$ cat src/rtl/adder1_accum_ctrl_if.sv
// Command and result streams between a requester and the adder1 accumulator controller.
interface adder1_accum_ctrl_if #(
  parameter int WIDTH = 8
);
  logic             cmd_valid;
  logic             cmd_ready;
  logic [1:0]       cmd_op;
  logic [WIDTH-1:0] cmd_a;
  logic [WIDTH-1:0] cmd_b;
  logic             res_valid;
  logic             res_ready;
  logic [WIDTH-1:0] res_sum;
  logic             res_carry;
  logic             res_ovf;

  // Requester side: issues commands, consumes results.
  modport master (
    output cmd_valid, cmd_op, cmd_a, cmd_b, res_ready,
    input  cmd_ready, res_valid, res_sum, res_carry, res_ovf
  );

  // Controller side: accepts commands, produces results.
  modport slave (
    input  cmd_valid, cmd_op, cmd_a, cmd_b, res_ready,
    output cmd_ready, res_valid, res_sum, res_carry, res_ovf
  );
endinterface

$ cat src/rtl/adder1_accum_ctrl.sv
// Sequential wrapper around the combinational adder1: one stage register drives the
// adder operands, the returned sum is flagged, accumulated and queued in a result FIFO.
module adder1_accum_ctrl #(
  parameter int WIDTH = 8,
  parameter int DEPTH = 4,
  parameter int CNT_W = 16
) (
  input  logic             wb_clk_i,
  input  logic             wb_rst_i,
  adder1_accum_ctrl_if.slave bus,
  output logic [WIDTH-1:0] adder_a,
  output logic [WIDTH-1:0] adder_b,
  input  logic [WIDTH-1:0] adder_sum,
  output logic [WIDTH-1:0] acc_q,
  output logic             sticky_carry,
  output logic [CNT_W-1:0] op_count
);

  localparam logic [1:0] OP_ADD   = 2'b00;
  localparam logic [1:0] OP_ACC   = 2'b01;
  localparam logic [1:0] OP_LOAD  = 2'b10;
  localparam logic [1:0] OP_CLEAR = 2'b11;

  localparam int PTR_W = (DEPTH > 1) ? $clog2(DEPTH) : 1;
  localparam int FC_W  = $clog2(DEPTH + 1);
  localparam logic [FC_W:0] DEPTH_OCC = (FC_W + 1)'(DEPTH);

  // Unsigned carry-out recovered from a wrapped sum.
  function automatic logic calc_carry(input logic [WIDTH-1:0] a, input logic [WIDTH-1:0] s);
    return (s < a);
  endfunction

  // Two's-complement overflow: like-signed operands giving an opposite-signed sum.
  function automatic logic calc_ovf(input logic [WIDTH-1:0] a, input logic [WIDTH-1:0] b,
                                    input logic [WIDTH-1:0] s);
    return (a[WIDTH-1] == b[WIDTH-1]) && (s[WIDTH-1] != a[WIDTH-1]);
  endfunction

  logic             stage_valid_r;
  logic [1:0]       stage_op_r;
  logic [WIDTH-1:0] stage_a_r;
  logic [WIDTH-1:0] stage_b_r;

  logic [WIDTH-1:0] op_a_s;
  logic [WIDTH-1:0] op_b_s;
  logic             carry_s;
  logic             ovf_s;
  logic [WIDTH-1:0] push_sum_s;
  logic             push_carry_s;
  logic             push_ovf_s;

  logic [WIDTH-1:0] sum_mem_r   [DEPTH];
  logic             carry_mem_r [DEPTH];
  logic             ovf_mem_r   [DEPTH];
  logic [PTR_W-1:0] wr_ptr_r;
  logic [PTR_W-1:0] rd_ptr_r;
  logic [FC_W-1:0]  fifo_count_r;
  logic [FC_W:0]    occ_s;
  logic             accept_s;
  logic             push_s;
  logic             pop_s;
  logic             res_valid_s;

  // Stage occupancy counts against FIFO space so a staged op always has a slot.
  assign occ_s         = {1'b0, fifo_count_r} + (FC_W + 1)'(stage_valid_r);
  assign bus.cmd_ready = (occ_s < DEPTH_OCC);
  assign accept_s      = bus.cmd_valid && bus.cmd_ready;
  assign push_s        = stage_valid_r;
  assign res_valid_s   = (fifo_count_r != {FC_W{1'b0}});
  assign pop_s         = res_valid_s && bus.res_ready;

  assign bus.res_valid = res_valid_s;
  assign bus.res_sum   = sum_mem_r[rd_ptr_r];
  assign bus.res_carry = carry_mem_r[rd_ptr_r];
  assign bus.res_ovf   = ovf_mem_r[rd_ptr_r];

  assign adder_a = op_a_s;
  assign adder_b = op_b_s;
  assign carry_s = calc_carry(op_a_s, adder_sum);
  assign ovf_s   = calc_ovf(op_a_s, op_b_s, adder_sum);

  // Stage register: latch an accepted command, otherwise go idle.
  always_ff @(posedge wb_clk_i) begin
    if (wb_rst_i) begin
      stage_valid_r <= 1'b0;
      stage_op_r    <= OP_ADD;
      stage_a_r     <= {WIDTH{1'b0}};
      stage_b_r     <= {WIDTH{1'b0}};
    end else if (accept_s) begin
      stage_valid_r <= 1'b1;
      stage_op_r    <= bus.cmd_op;
      stage_a_r     <= bus.cmd_a;
      stage_b_r     <= bus.cmd_b;
    end else begin
      stage_valid_r <= 1'b0;
    end
  end

  // Operand mux; ACC reads acc_q here so back-to-back accumulates chain.
  always_comb begin
    op_a_s = {WIDTH{1'b0}};
    op_b_s = {WIDTH{1'b0}};
    if (stage_valid_r) begin
      case (stage_op_r)
        OP_ADD:  begin op_a_s = stage_a_r; op_b_s = stage_b_r;      end
        OP_ACC:  begin op_a_s = acc_q;     op_b_s = stage_b_r;      end
        OP_LOAD: begin op_a_s = stage_a_r; op_b_s = {WIDTH{1'b0}};  end
        default: begin op_a_s = {WIDTH{1'b0}}; op_b_s = {WIDTH{1'b0}}; end
      endcase
    end else begin
      op_a_s = {WIDTH{1'b0}};
      op_b_s = {WIDTH{1'b0}};
    end
  end

  // Result entry written into the FIFO; CLEAR pushes an all-zero record.
  always_comb begin
    push_sum_s   = adder_sum;
    push_carry_s = carry_s;
    push_ovf_s   = ovf_s;
    if (stage_op_r == OP_CLEAR) begin
      push_sum_s   = {WIDTH{1'b0}};
      push_carry_s = 1'b0;
      push_ovf_s   = 1'b0;
    end else begin
      push_sum_s   = adder_sum;
      push_carry_s = carry_s;
      push_ovf_s   = ovf_s;
    end
  end

  // Result FIFO storage, pointers and occupancy.
  always_ff @(posedge wb_clk_i) begin
    if (wb_rst_i) begin
      for (int i = 0; i < DEPTH; i++) begin
        sum_mem_r[i]   <= {WIDTH{1'b0}};
        carry_mem_r[i] <= 1'b0;
        ovf_mem_r[i]   <= 1'b0;
      end
      wr_ptr_r     <= {PTR_W{1'b0}};
      rd_ptr_r     <= {PTR_W{1'b0}};
      fifo_count_r <= {FC_W{1'b0}};
    end else begin
      if (push_s) begin
        sum_mem_r[wr_ptr_r]   <= push_sum_s;
        carry_mem_r[wr_ptr_r] <= push_carry_s;
        ovf_mem_r[wr_ptr_r]   <= push_ovf_s;
        wr_ptr_r              <= wr_ptr_r + PTR_W'(1'b1);
      end
      if (pop_s) begin
        rd_ptr_r <= rd_ptr_r + PTR_W'(1'b1);
      end
      case ({push_s, pop_s})
        2'b10:   fifo_count_r <= fifo_count_r + FC_W'(1'b1);
        2'b01:   fifo_count_r <= fifo_count_r - FC_W'(1'b1);
        default: fifo_count_r <= fifo_count_r;
      endcase
    end
  end

  // Accumulator, sticky carry and completion counter update on stage completion.
  always_ff @(posedge wb_clk_i) begin
    if (wb_rst_i) begin
      acc_q        <= {WIDTH{1'b0}};
      sticky_carry <= 1'b0;
      op_count     <= {CNT_W{1'b0}};
    end else if (stage_valid_r) begin
      case (stage_op_r)
        OP_ACC, OP_LOAD: acc_q <= adder_sum;
        OP_CLEAR:        acc_q <= {WIDTH{1'b0}};
        default:         acc_q <= acc_q;
      endcase
      if (stage_op_r == OP_CLEAR) begin
        sticky_carry <= 1'b0;
      end else begin
        sticky_carry <= sticky_carry | carry_s;
      end
      op_count <= op_count + CNT_W'(1'b1);
    end
  end

endmodule

$ cat src/flat_wrapper.sv
// flat-port wrapper written by rule: the top's interface ports become plain ports
module adder1_accum_ctrl_flat 
#(
  parameter int WIDTH = 8,
  parameter int DEPTH = 4,
  parameter int CNT_W = 16
)
  (wb_clk_i, wb_rst_i, adder_a, adder_b, adder_sum, acc_q, sticky_carry, op_count, bus_cmd_valid, bus_cmd_op, bus_cmd_a, bus_cmd_b, bus_res_ready, bus_cmd_ready, bus_res_valid, bus_res_sum, bus_res_carry, bus_res_ovf);
  adder1_accum_ctrl_if #(.WIDTH(WIDTH)) bus_i ();
  input  logic wb_clk_i;
  input  logic wb_rst_i;
  output logic [WIDTH-1:0] adder_a;
  output logic [WIDTH-1:0] adder_b;
  input  logic [WIDTH-1:0] adder_sum;
  output logic [WIDTH-1:0] acc_q;
  output logic sticky_carry;
  output logic [CNT_W-1:0] op_count;
  input wire logic [$bits(bus_i.cmd_valid)-1:0] bus_cmd_valid;
  input wire logic [$bits(bus_i.cmd_op)-1:0] bus_cmd_op;
  input wire logic [$bits(bus_i.cmd_a)-1:0] bus_cmd_a;
  input wire logic [$bits(bus_i.cmd_b)-1:0] bus_cmd_b;
  input wire logic [$bits(bus_i.res_ready)-1:0] bus_res_ready;
  output wire logic [$bits(bus_i.cmd_ready)-1:0] bus_cmd_ready;
  output wire logic [$bits(bus_i.res_valid)-1:0] bus_res_valid;
  output wire logic [$bits(bus_i.res_sum)-1:0] bus_res_sum;
  output wire logic [$bits(bus_i.res_carry)-1:0] bus_res_carry;
  output wire logic [$bits(bus_i.res_ovf)-1:0] bus_res_ovf;
  assign bus_i.cmd_valid = bus_cmd_valid;
  assign bus_i.cmd_op = bus_cmd_op;
  assign bus_i.cmd_a = bus_cmd_a;
  assign bus_i.cmd_b = bus_cmd_b;
  assign bus_i.res_ready = bus_res_ready;
  assign bus_cmd_ready = bus_i.cmd_ready;
  assign bus_res_valid = bus_i.res_valid;
  assign bus_res_sum = bus_i.res_sum;
  assign bus_res_carry = bus_i.res_carry;
  assign bus_res_ovf = bus_i.res_ovf;
  adder1_accum_ctrl #(.WIDTH(WIDTH), .DEPTH(DEPTH), .CNT_W(CNT_W)) u_core (.wb_clk_i(wb_clk_i), .wb_rst_i(wb_rst_i), .bus(bus_i), .adder_a(adder_a), .adder_b(adder_b), .adder_sum(adder_sum), .acc_q(acc_q), .sticky_carry(sticky_carry), .op_count(op_count));
endmodule
$ cat config.mk
export PLATFORM = sky130hd
export DESIGN_NAME = adder1_accum_ctrl_flat
export DESIGN_NICKNAME = d
export VERILOG_FILES = /design/src/rtl/adder1_accum_ctrl_if.sv /design/src/rtl/adder1_accum_ctrl.sv /design/src/flat_wrapper.sv
export SDC_FILE = /design/constraint.sdc
export NUM_CORES = 1
export LEC_CHECK = 0
export ABC_CLOCK_PERIOD_IN_PS = 2800
export BUFFER_PORTS_ARGS = -buffer_cell sky130_fd_sc_hd__buf_2
export CORE_MARGIN = 5
export CORE_UTILIZATION = 50
export CTS_CLUSTER_DIAMETER = 80
export DETAILED_ROUTE_END_ITERATION = 8
export GPL_TIMING_DRIVEN = 0
export PLACE_DENSITY = 0.84
export SLEW_MARGIN = 20
export SYNTH_ARGS = -nofsm -noshare
export SYNTH_HDL_FRONTEND = slang
export SYNTH_SLANG_ARGS = --single-unit
$ cat constraint.sdc
create_clock -name wb_clk_i -period 2.8 [get_ports wb_clk_i]
set_input_delay 0.42 -clock wb_clk_i [delete_from_list [all_inputs] [get_ports wb_clk_i]]
set_output_delay 0.42 -clock wb_clk_i [all_outputs]
set_load 0.01 [all_outputs]
[After elaboration in Yosys (flattened, before gate mapping)]
Memories as Yosys holds them, arrays and structs flattened. A register that Yosys moved wholly into a read port is not among the register bits.
Index checks and enable logic that the tools add are counted.
Storage, ports and cells
  memories kept: 3
  register bits after elaboration: 51
  word-level logic and storage cells: 74
  output and inout port bits: 53
  RAM bits: 40
Cells by class
  equality and inequality tests: 7
  mux-type cells: 31
  order comparisons: 2
  bitwise logic cells: 1
  $add $sub $neg: 6
  reduce and logical (&&, ||, !) cells: 14
Memory list
  u_core.sum_mem_r: words 4, width 8, rd ports 1, clocked after memory_dff 1, write ports 4, RTL line adder1_accum_ctrl.sv:52  | logic [WIDTH-1:0] sum_mem_r [DEPTH];
  u_core.carry_mem_r: words 4, width 1, rd ports 1, clocked after memory_dff 1, write ports 4, RTL line adder1_accum_ctrl.sv:53  | logic carry_mem_r [DEPTH];
  u_core.ovf_mem_r: words 4, width 1, rd ports 1, clocked after memory_dff 1, write ports 4, RTL line adder1_accum_ctrl.sv:54  | logic ovf_mem_r [DEPTH];
Operators by type and width (number)
  8-bit 2-to-1 mux: 5
  8-bit case mux with 2 select lines: 2
  2-bit 2-to-1 mux: 9
  16-bit by 1-bit adder with 16-bit output (second input constant): 1
  1-bit 2-to-1 mux: 14
  8-bit less-than comparator: 1
  8-bit OR reduction: 1
  2-bit == test (second input constant): 3
  3-bit case mux with 2 select lines: 1
  2-bit OR reduction: 3
  2-bit by 1-bit adder with 2-bit output (second input constant): 2
  3-bit by 1-bit adder with 4-bit output: 1
  2-bit by 1-bit == test with 1-bit output (second input constant): 2
  4-bit by 3-bit less-than comparator with 1-bit output (second input constant): 1
  2-bit nonzero test: 2
  3-bit by 1-bit adder with 3-bit output (second input constant): 1
  1-bit logical AND: 3
  3-bit nonzero test: 1
  3-bit by 1-bit subtractor with 3-bit output (second input constant): 1
  2-bit zero test: 1
  2-bit AND reduction: 1
  1-bit OR reduction: 2
  1-bit == test: 1
  1-bit inequality test: 1
  1-bit OR: 1

[Logic depth before layout (Yosys ltp)]
Gate-level depths: netlist of the first run.
  depth after elaboration: 8
  mapped depth: 10
  mapped depth without buffers: 8

[Worst setup path after synthesis of the first run]
No wires, ideal clock.
  path kind: register -> register
  from: reg u_core.stage_op_r[0]
  to: mem u_core.carry_mem_r[2], data pin
  data required time: 2.650 ns
  period minus slack after synthesis: 2.374 ns
  arrival: 2.224 ns
  stages on the path, launching flop included: 11
  setup time: 0.150 ns
  setup slack: 0.426 ns
  path buffers: 2
  path through: dfxtp_1 > buf_2 > buf_1 > nor2b_1 > a31o_2 > nand2_1 > ha_1 > a2111oi_0 > a21oi_1 > a21o_1 > nor3_2
RTL lines
  start, declared: RTL line adder1_accum_ctrl.sv:40  | logic [1:0] stage_op_r;
  start signal, assigned: RTL line adder1_accum_ctrl.sv:91  | stage_op_r <= bus.cmd_op;
  end, declared: RTL line adder1_accum_ctrl.sv:53

==> flow_metrics.tcl, run 1 <==
set metrics [dict create \
    wl_um 9890 \
    endpoint_kind "flip-flop" \
    port_buffers 82 \
    ff2ff_path_depth 9 \
    synth_seq_area_share_pct 52.10 \
    ff_latch_area_mm2 0.002262 \
    critical_path_class "flip-flop to flip-flop" \
    grt_setup_unrepaired "false" \
    regToRegStartpoint "u_core.stage_op_r[1]" \
    relSlewSlack_pct 58.23 \
    critPathLaunch "u_core.stage_op_r[1]" \
    clock_skew_ns 0.009539 \
    fin_tns_setup_ns 0 \
    detail-route-antenna-nets 0 \
    layout_setup_ws_ns 0.2045 \
    synth_top_family_by_area "simple AND/OR/NAND/NOR gates" \
    dr_total_vias 3430 \
    synth_fa_ha_area_share_pct 3.055 \
    antenna_cells 0 \
    vias_per_cell 5.376 \
    drc_errors 0 \
    yosysTopAreaCell "edfxtp_1" \
    hold_path.startpoint "bus_cmd_a[0]" \
    fillers 749 \
    post-cts-setup-buffers 0 \
    die_w_um 103.2 \
    io_pins 83 \
    yosys-top-cells-area "edfxtp_1 (28%), dfxtp_1 (24%), nand2_1 (6.1%)" \
    start_util_pct 50.52 \
    postSynthRegisterBits 93 \
    seqPwrFrac_pct 49.1 \
    postSynth.asyncResetShare_pct 0 \
    p_comb_share_pct 22.5 \
    grt.total_usage_pct 19.89 \
    synthMuxAreaShare_pct 5.418 \
    switchingPower_uw 959.1 \
    globalRouteOverflowTotal 0 \
    fin_nets 565 \
    worstPathMaxFanout 10 \
    cp.arrival_ns 2.80 \
    die_area_mm2 0.01065 \
    synth-edff-count 40 \
    cpMaxStageDelayCell "dfxtp_1" \
    drive_gt1_share_pct 25.28 \
    cpPeakStageDelay_ns 0.49 \
    dp.cells 624 \
    drt_first_pass_iters 8 \
    post_drt_wl_per_cell_um 15.50 \
    p_leak_nw 2.154 \
    critical_path_depth 9 \
    status "finished, final reports clean" \
    dpl-instance-area_mm2 0.004887 \
    final_cells 638 \
    htreeDepth 3 \
    pwr_density_cell_mw_per_mm2 639.4 \
    cts_hold_buf 0 \
    antenna_found_initial 0 \
    tightest_slew_ns 0.6266 \
    place_congestion 0.9593 \
    grt_max_degree 20 \
    hold_path_depth 3 \
    synthSimpleGateAreaFrac_pct 21.84 \
    syn_area_mm2 0.004342 \
    place.detailed.hpwl_um 7559 \
    crit_family "compound AO/OA/AOI/OAI gates" \
    fmax_ghz 0.3853 \
    drt_iter0_drc 387 \
    post-route-period-util_pct 92.70 \
    max-cap-violations 0 \
    hold_viol 0 \
    synth_area_per_cell_um2 10.00 \
    switching_share_pct 29.46 \
    ys_warn_count 0 \
    core_area_mm2 0.008593 \
    netlist-cell-type-count 42 \
    clock_sinks 93 \
    slew_violations 0 \
    grt_pass1_wl_um 16330 \
    num_rows 34 \
    synthesis.nets 474 \
    multi_input_area_mm2 0.001904 \
    synth.top_cell.area_share_pct 27.67 \
    netlist_instances 434 \
    min_period_ns 2.596 \
    crit_required_ns 3.00 \
    die_y_um 103.2 \
    crit_path_cell_trace "inv_2, buf_2, a31o_2, nand2_1, ha_1, a2111oi_1, a21oi_1, a21o_1, nor3_1" \
    setup_violations 0 \
    clkTransAtPathRegs_ns 0.09 \
    place_ws_ns -0.01437 \
    startpoint_type "flip-flop" \
    synth_compound_area_share_pct 9.683 \
    cts_tree "built" \
    cts_buffers 9 \
    p_int_mw 2.296 \
    hold_path.class "primary input to flip-flop" \
    worstSkewPairLatency_ns 0.36 \
    cts_root_buffer "clkbuf_8" \
    critPathBufInv 2 \
    final_util_pct 59.25 \
    synth_xor_area_share_pct 3.833 \
    area_growth_pct 17.26 \
    design_area_mm2 0.005091 \
    grt_pass1_vias 3336 \
    vdd_drop_max_uv 298.4 \
    synth-main-ff-cell "dfxtp_1" \
    clk_path_buf_depth 2 \
    clock_power_share_pct 28.4 \
]
-- cells by family after synthesis --
group	Yosys count
mux	11
buf+inv	42
fa+ha+maj	10
xor+xnor	19
simple gates	195
flops	93
compound gates	64
-- stage by stage --
step | power, mW | hold slack (ns)
6_report | 3.255 | 0.2886
4_1_cts | 3.283 | 0.2749
3_5_place_dp | 2.370 | 0.4443
3_3_place_gp | 2.338 | 0.4383
2_1_floorplan | 2.132 | 0.4317
5_1_grt | 3.436 | 0.2884
-- layout make-up --
cell class,count,area share (%)
clock buffers,10,2.703
flip-flops and latches,93,44.43
plain buffers,19,1.794
repair buffers,82,8.061
inverters,21,1.548
multi-input cells,299,37.40
well taps,108,2.654
clock inverters,6,1.401
-- synth_stat cells (9+ instances only) --
cell type,instances
nand2_1,71
xor2_1,13
and3_1,11
nor2_1,46
edfxtp_1,40
o21ai_0,13
inv_1,20
and2_1,29
clkbuf_1,11
dfxtp_1,53
mux4_2,10
a21oi_1,27
ha_1,9
-- power groups by stage --
stage | clock, mW | sequential [mW] | combinational (mW)
after floorplan | 0 | 1.62 | 0.515
after global placement | 0 | 1.62 | 0.718
after detailed placement | 0 | 1.63 | 0.741
after CTS | 0.941 | 1.60 | 0.745
after global routing | 0.995 | 1.61 | 0.828
final | 0.923 | 1.60 | 0.733
-- layout by cell type (no fill, tap or decap), types with 2 or more instances in the layout --
cell	n
or3_1	6
a31o_2	7
xor2_1	13
and2_1	29
xnor2_1	6
nor3_2	4
dfxtp_1	53
clkinv_4	2
o21ai_1	2
clkbuf_8	10
inv_2	2
nand2b_1	5
nor3_1	2
buf_2	89
mux4_2	10
a21oi_1	27
o21ai_0	13
nand4_1	6
nor2_1	46
edfxtp_1	40
clkbuf_1	9
inv_1	19
a222oi_1	8
and3_1	11
nor2b_1	8
nand3_1	3
ha_1	9
nand2_1	71
clkinvlp_4	2
-- flip-flops by register name, indices dropped and copies added, names as in the netlist, 2 cells and up, named ones only --
signal / cells
u_core.wr_ptr_r: 2
u_core.fifo_count_r: 3
u_core.carry_mem_r: 4
u_core.stage_op_r: 2
u_core.acc_q: 8
u_core.stage_b_r: 8
u_core.ovf_mem_r: 4
u_core.op_count: 16
u_core.rd_ptr_r: 2
u_core.sum_mem_r: 32
u_core.stage_a_r: 8
-- timing repair --
action | CTS | global route
gates cloned | 0 | 0
hold endpoints to repair | 0 | 0
resized for setup | 1 | 3
endpoints found under the setup margin | 2 | 4
-- final timing paths --
path                                               to  slack [ns]
worst max-delay path            u_core.carry_mem_r[0]        0.20
worst min register to register    u_core.stage_a_r[2]        0.46
worst min-delay path              u_core.stage_a_r[0]        0.29
worst max register to register  u_core.carry_mem_r[0]        0.20
-- tightest hold or removal path: stages --
cell	delay [ns]
buf_2	0.09
nand2_1	0.05
a21oi_1	0.05
-- layer usage --
layer	GRT usage, %	routed length, um
met1	25.82	4190
met3	3.890	682
met5	0	0
met4	7.371	193
met2	33.15	4823
No activity file was read; power rests on OpenSTA's default activity.
==> run 2, diff against run 1 <==
--- a/config.mk
+++ b/config.mk
@@ -12,7 +12,9 @@
 export CTS_CLUSTER_DIAMETER = 80
 export DETAILED_ROUTE_END_ITERATION = 8
 export GPL_TIMING_DRIVEN = 0
+export MAX_ROUTING_LAYER = met4
 export PLACE_DENSITY = 0.84
+export RECOVER_POWER = 100
 export SLEW_MARGIN = 20
 export SYNTH_ARGS = -nofsm -noshare
 export SYNTH_HDL_FRONTEND = slang
==> run 2 against run 1 <==
  * Sequential share of layout area is 0.88 points higher
  * Flip-flop and latch count stayed put
  * Non-clock buffer count stayed put
  * Fmax is 0.97% lower
  * Setup slack worse by 0.025 ns
  * Count of clock-buffer cells in the layout stayed put
  * Critical path depth stayed put
  * Clock power hardly changed
  * Register-to-register slack worse by 0.03 ns
  * Critical endpoint unchanged
  * Largest cell class unchanged
==> flow_metrics.tcl, run 2 (same netlist as run 1, synthesis figures left out) <==
set metrics [dict create \
    status "finished, final reports clean" \
    htreeDepth 3 \
    post_drt_wl_per_cell_um 15.71 \
    vdd_drop_max_uv 298.1 \
    max-cap-violations 0 \
    setup_violations 0 \
    drc_errors 0 \
    fin_nets 565 \
    io_pins 83 \
    largest_register_ffs 32 \
    drive_gt1_share_pct 14.34 \
    crit_required_ns 3.00 \
    vias_per_cell 5.345 \
    slew_violations 0 \
    detail-route-antenna-nets 0 \
    startpoint_type "flip-flop" \
    drt_iter0_drc 380 \
    grt.total_usage_pct 20.48 \
    grt_max_degree 20 \
    clk_path_buf_depth 2 \
    post-cts-setup-buffers 0 \
    worstPathMaxFanout 10 \
    die_area_mm2 0.01065 \
    cts_buffers 9 \
    final_cell_mix "nand2_1 (72), clkbuf_1 (59), dfxtp_1 (53), nor2_1 (46), buf_2 (41)" \
    min_period_ns 2.621 \
    critical_path_class "flip-flop to flip-flop" \
    regToRegStartpoint "u_core.stage_op_r[1]" \
    port_buffers 82 \
    regMostFlops "u_core.sum_mem_r" \
    final_cells 638 \
    pwr_density_cell_mw_per_mm2 647.2 \
    antenna_cells 0 \
    num_rows 34 \
    place_congestion 0.9769 \
    antenna_found_initial 0 \
    die_w_um 103.2 \
    hold_path.startpoint "bus_cmd_a[0]" \
    place.detailed.hpwl_um 7559 \
    timing.hold.ws_ns 0.2910 \
    dr_total_vias 3410 \
    hold_path.class "primary input to flip-flop" \
    cp.arrival_ns 2.82 \
    cts_root_buffer "clkbuf_8" \
    critPathLaunch "u_core.stage_op_r[1]" \
    endpoint_kind "flip-flop" \
    dp.cells 624 \
    multi_input_area_mm2 0.001869 \
    post-route-period-util_pct 93.60 \
    grt_pass1_vias 3331 \
    fillers 769 \
    clock_sinks 93 \
    final_common_cell "nand2_1" \
    ff_latch_area_mm2 0.002262 \
    drt_first_pass_iters 6 \
    die_y_um 103.2 \
    wl_um 10020 \
    total_power_mw 3.231 \
    clock_skew_ns 0.01052 \
    hold_viol 0 \
    reg.largest.list "u_core.sum_mem_r: 32 flops, u_core.op_count: 16 flops" \
    core_area_mm2 0.008593 \
    tightest_slew_ns 0.8930 \
    worstSkewPairLatency_ns 0.36 \
    clkTransAtPathRegs_ns 0.09 \
    cts_tree "built" \
    area_growth_pct 14.99 \
    globalRouteOverflowTotal 0 \
    hold_path_depth 3 \
    start_util_pct 50.52 \
    ff2ff_path_depth 9 \
    final_util_pct 58.10 \
    p_leak_nw 1.939 \
    fmax_ghz 0.3815 \
    relSlewSlack_pct 40.01 \
    grt_pass1_wl_um 16330 \
    fin_tns_setup_ns 0 \
    grt_setup_unrepaired "false" \
]
[run 2: cell count changes in the layout (fill, tap and decap cells not counted), sizes merged]
cell	previous run	this run
buf	92	42
clkbuf	19	69
[run 2: layout make-up]
cell class	instances	area share [%]
buffer	19	1.654
tap	108	2.707
timing repair buffer	82	7.118
inverter	21	1.579
clock buffer	10	2.757
sequential	93	45.31
clock inverter	6	1.429
multi-input combinational	299	37.44
[run 2: critical path: stages, from the launching register on]
cell	delay, ns
dfxtp_1	0.37
inv_1	0.21
buf_2	0.27
a31o_2	0.19
nand2_1	0.08
ha_1	0.33
a2111oi_1	0.45
a21oi_1	0.14
a21o_1	0.26
nor3_1	0.17
[run 2: report_power, final]
| part | switching, mW | total (mW) | internal [mW] | leakage [nW] |
|---|---|---|---|---|
| sequential | 0.0707 | 1.60 | 1.53 | 0.847 |
| clock | 0.483 | 0.926 | 0.443 | 0.0991 |
| combinational | 0.409 | 0.708 | 0.299 | 0.993 |
| total | 0.963 | 3.23 | 2.27 | 1.94 |
[run 2: per-layer routing]
layer	track usage, %	routed length, um
met2	33.05	4837
met5	-	0
met3	3.957	645
met4	6.474	176
met1	26.22	4364
[run 2: stage by stage]
step / cell area [um^2] / worst slack, ns
detailed placement: 4887 / -0.01437
CTS: 5094 / 0.09988
finish: 4992 / 0.1791
global route: 4992 / 0.04856
global placement: 4887 / 0.03147
floorplan: 4342 / 0.4265
[run 2: what timing repair did]
| action | CTS | global route |
|---|---|---|
| hold buffers | 0 | 0 |
| resized for setup | 1 | 3 |
| endpoints found under the setup margin | 2 | 4 |
| pin swaps | 0 | 0 |
[run 2: worst paths after layout]
path,endpoint,slack (ns)
worst max-delay path,u_core.carry_mem_r[0],0.18
worst min-delay path,u_core.stage_a_r[0],0.29
worst max register to register,u_core.carry_mem_r[0],0.18
worst min register to register,u_core.stage_a_r[2],0.46
